===== config.mk =====
export PLATFORM = sky130hd
export DESIGN_NAME = booth_multiplier
export DESIGN_NICKNAME = d
export VERILOG_FILES = /design/src/rtl/booth_pkg.sv /design/src/rtl/booth_step.sv /design/src/rtl/booth_multiplier.sv
export SDC_FILE = /design/constraint.sdc
export NUM_CORES = 1
export LEC_CHECK = 0
export BUFFER_PORTS_ARGS = -buffer_cell sky130_fd_sc_hd__buf_2
export CAP_MARGIN = 20
export CELL_PAD_IN_SITES_DETAIL_PLACEMENT = 0
export CELL_PAD_IN_SITES_GLOBAL_PLACEMENT = 2
export CORE_MARGIN = 4
export CORE_UTILIZATION = 31
export DETAILED_ROUTE_END_ITERATION = 16
export PLACE_DENSITY = 0.77
export SKIP_CTS_REPAIR_TIMING = 1
export SLEW_MARGIN = 10
export SYNTH_ARGS = -nofsm -noshare
export SYNTH_HDL_FRONTEND = slang
export SYNTH_SLANG_ARGS = --single-unit

===== constraint.sdc =====
create_clock -name clk -period 2.74 [get_ports clk]
set_input_delay 0.137 -clock clk [delete_from_list [all_inputs] [get_ports clk]]
set_output_delay 0.137 -clock clk [all_outputs]
set_load 0.01 [all_outputs]

===== src/rtl/booth_pkg.sv =====
// booth_pkg: shared FSM states, default operand width and Booth pair encodings
package booth_pkg;
  typedef enum logic [1:0] {IDLE, CALC, DONE} state_t;
  localparam int DEFAULT_WIDTH = 8;
  localparam logic [1:0] PAIR_ADD = 2'b01;
  localparam logic [1:0] PAIR_SUB = 2'b10;
endpackage


===== src/rtl/booth_step.sv =====
// booth_step: one radix-2 Booth step (add/sub M, then arithmetic shift of {a, q, q_m1}); ports a/q/q_m1/m in, a_n/q_n/q_m1_n out
module booth_step
  import booth_pkg::*;
#(
  parameter int WIDTH = DEFAULT_WIDTH
) (
  input  logic [WIDTH+1:0] a,
  input  logic [WIDTH:0]   q,
  input  logic             q_m1,
  input  logic [WIDTH:0]   m,
  output logic [WIDTH+1:0] a_n,
  output logic [WIDTH:0]   q_n,
  output logic             q_m1_n
);
  logic [WIDTH+1:0] m_x;
  logic [WIDTH+1:0] sum;
  always_comb begin
    m_x = {m[WIDTH], m};
    sum = ({q[0], q_m1} == PAIR_ADD) ? a + m_x :
          ({q[0], q_m1} == PAIR_SUB) ? a - m_x : a;
    a_n = {sum[WIDTH+1], sum[WIDTH+1:1]};
    q_n = {sum[0], q[WIDTH:1]};
    q_m1_n = q[0];
  end
endmodule


===== src/rtl/booth_multiplier.sv =====
// booth_multiplier: sequential radix-2 Booth multiplier; start/tc/multiplicand/multiplier in, busy/done/product out
module booth_multiplier
  import booth_pkg::*;
#(
  parameter int WIDTH = DEFAULT_WIDTH
) (
  input  logic               clk,
  input  logic               reset,
  input  logic               start,
  input  logic               tc,
  input  logic [WIDTH-1:0]   multiplicand,
  input  logic [WIDTH-1:0]   multiplier,
  output logic               busy,
  output logic               done,
  output logic [2*WIDTH-1:0] product
);
  localparam int CW = $clog2(WIDTH + 2);
  state_t state;
  logic [WIDTH+1:0] a, a_n;
  logic [WIDTH:0] q, q_n, m;
  logic q_m1, q_m1_n, tc_r;
  logic [CW-1:0] cnt;
  booth_step #(.WIDTH(WIDTH)) u_step (
    .a(a), .q(q), .q_m1(q_m1), .m(m),
    .a_n(a_n), .q_n(q_n), .q_m1_n(q_m1_n)
  );
  assign busy = state == CALC;
  // Signed runs stop one shift short of the unsigned run, so the product sits one bit higher in {a, q}
  always_ff @(posedge clk) begin
    if (reset) begin
      state <= IDLE;
      a <= '0;
      q <= '0;
      q_m1 <= 1'b0;
      m <= '0;
      tc_r <= 1'b0;
      cnt <= '0;
      done <= 1'b0;
      product <= '0;
    end else begin
      done <= 1'b0;
      case (state)
        CALC: begin
          a <= a_n;
          q <= q_n;
          q_m1 <= q_m1_n;
          cnt <= cnt - 1'b1;
          if (cnt == CW'(1)) begin
            state <= DONE;
            done <= 1'b1;
            product <= tc_r ? {a_n[WIDTH-1:0], q_n[WIDTH:1]} : {a_n[WIDTH-2:0], q_n};
          end
        end
        default: begin
          if (start) begin
            state <= CALC;
            a <= '0;
            q <= {tc & multiplier[WIDTH-1], multiplier};
            q_m1 <= 1'b0;
            m <= {tc & multiplicand[WIDTH-1], multiplicand};
            tc_r <= tc;
            cnt <= tc ? CW'(WIDTH) : CW'(WIDTH + 1);
          end else begin
            state <= IDLE;
          end
        end
      endcase
    end
  end
endmodule


==> summary.txt <==
Layout
  • Utilization after layout: 36.3%
  • NumNets Final: 469
  • # diodes: 0
  • FILL cells: 1081
  • Cell area after layout: 3600 um2
  • Syn-to-layout area delta: 13.0%
  • Share of layout cells above drive strength 1: 16.4%

Drt
  • Number of remaining DRC errors: 0
  • DRT antenna net count: 0
  • DRT Wirelength: 8380 um
  • Via-to-Cell Ratio: 5.04
  • Starting DRC count in detailed routing: 115
  • Pre-Repair DR Iteration Count: 4
  • Vias: 2815
  • Wire per inst: 15.0 um

Global route
  • Gr ovfl total: 0
  • Initial antenna violation count: 0
  • First-pass GRT wire length: 13800 um
  • Vias in the first global route: 2645
  • Largest net degree at the start of global routing: 37
  • Total GRT Usage: 14.7%

STA
  • Setup TNS: 0 ns
  • Final Skew: 0.00800 ns
  • Peak Freq: 412 MHz
  • Final Setup Violations: 0
  • Post-route minimum period: 2.43 ns
  • Max Slew Vio Count: 0
  • Unrepaired setup endpoints after global routing: false
  • Final Hold Vio Count: 0
  • Hold Slack: 0.0549 ns
  • Max_slew headroom: 52.5%
  • Least-Margin Pin Slew: 0.709 ns
  • Final period utilization: 88.6%

Critical path
  • Setup crit start: a[0]
  • Worst reg2reg path startpoint: a[0]
  • Crit start category: register
  • Worst-path fanout max: 4
  • Kind of critical path: reg -> reg
  • WP data arrival: 2.66 ns
  • Critical Path End Type: register
  • Worst Path Required: 2.97 ns

Synth
  • Post-synth top flop: dfxtp_1
  • Area leader, netlist: dfxtp_1
  • Mapped Nets: 437
  • Area share of the largest cell type after synthesis: 32.7%
  • Syn Area/Cell: 8.11 um2
  • Syn. warnings: 0
  • Synth unique cells: 53
  • Mapped Area: 3190 um2
  • Seq/Total Area, Yosys: 32.7%
  • EDFF count, synth: 0
  • Top post-synthesis cells by area: dfxtp_1, ha_1, mux2i_1
  • Synth Instances: 393
  • Post-synth ARST share: 0%
  • Flops & latches, synth: 52

Floorplanning
  • Die W: 109 um
  • Rows: 36
  • Die Ht: 109 um
  • DIE AREA: 12000 um2
  • Starting Density: 32.1%
  • Core area: 9910 um2
  • Io pins: 38

Worst hold path
  • Worst hold start: multiplicand[6]
  • Hold crit path type: in -> reg

Clocking
  • Htree depth: 2
  • CTS clk-pin slew, worst paths: 0.10 ns
  • Skew-Pair Late Insertion Delay: 0.31 ns
  • Clk buf depth: 2
  • Clk root buf: clkbuf_8
  • Clock sink total: 52
  • CTS tree: done
  • TritonCTS buffer count: 5

Placed design
  • Post-DP Area: 3510 um2
  • HPWL after detailed placement: 6340 um
  • PortBufs: 37
  • RePlAce Congestion: 0.843

Power
  • Leakage: 0.00145 uW
  • Total power: 1740 uW
  • Peak VDD IR: 0.243 mV
  • Pwr dens: 483 nW/um2

Outcome
  • Status: completed

Flow run
  • Max-cap violation count: 0
-- report_power, final --
group	internal (uW)	leakage, uW	switching [uW]	total (uW)
combinational	175	0.000984	260	436
clock	183	0.0000456	272	455
sequential	803	0.000425	45.6	849
-- cells by family after synthesis --
group	Yosys count	synth area share (%)
flip-flops	52	32.7
XOR/XNOR	1	0.275
adder cells (fa/ha/maj)	24	9.90
AO/OA/AOI/OAI	106	22.9
multiplexers	22	6.91
buffers and inverters	46	6.17
AND/OR/NAND/NOR	142	21.2
-- registers in the layout (all words and copies together), names as in the netlist --
| signal | count |
|---|---|
| a | 9 |
| cnt | 4 |
| done | 1 |
| m | 9 |
| product | 16 |
| q | 9 |
| q_m1 | 1 |
| state | 2 |
| tc_r | 1 |
-- area by class of cell --
class,count,area (um2),area share (%)
well taps,133,166,4.62
clock inverters,2,13.8,0.382
flip-flops and latches,52,1040,28.9
multi-input cells,295,1950,54.1
clock buffers,6,72.6,2.02
inverters,22,82.6,2.29
repair buffers,49,275,7.65
-- cell usage after synthesis (3+ instances only) --
library cell,count
nand3_1,18
nand2b_1,5
buf_1,4
o211ai_1,5
nor3_1,7
nor2_1,45
and3_1,4
mux2i_1,22
inv_1,22
ha_1,22
clkbuf_1,12
a21oi_1,39
a211oi_1,26
a311oi_1,3
nor2b_1,5
nand3b_1,5
or3_1,3
nand2_1,39
o21ai_0,9
buf_2,4
dfxtp_1,52
-- critical path, cell delays in order, from the launching register on --
cell and delay, ns:
dfxtp_1 0.35, ha_1 0.22, fa_1 0.41, nor2b_1 0.17
o21ba_2 0.21, o21ai_0 0.16, a21oi_1 0.09, a211oi_1 0.38
mux2i_1 0.14, a211oi_1 0.23
-- stage by stage --
stage / cells / setup slack [ns]
2_1_floorplan: 393 / 0.572
3_3_place_gp: 551 / 0.345
3_5_place_dp: 551 / 0.311
4_1_cts: 559 / 0.284
5_1_grt: 559 / 0.0416
6_report: 559 / 0.312
-- routing by layer --
metal,track usage [%],wire length [um],vias to the layer above
met5,0,0,-
met4,3.47,69,0
met3,2.35,235,4
met2,22.8,3760,42
met1,21.3,4320,1303
li1,-,-,1466
-- path summary, 6_finish.rpt --
check           endpoint  slack, ns  cells after the start
max reg2reg  product[11]       0.31                      9
min reg2reg       cnt[3]       0.48                      1
max          product[11]       0.31                      9
min                 m[6]       0.05                      3
-- layout by cell type, fill, tap and decap left out, types with 9 or more instances in the layout --
cell	netlist	final
a21oi_1	39	39
a211oi_1	26	26
nand3_1	18	18
nor2_1	45	45
inv_1	22	22
dfxtp_1	52	52
mux2i_1	22	22
o21ai_0	9	9
buf_4	2	12
ha_1	22	22
nand2_1	39	39
buf_2	4	37
(Power assumes the default switching activity.)
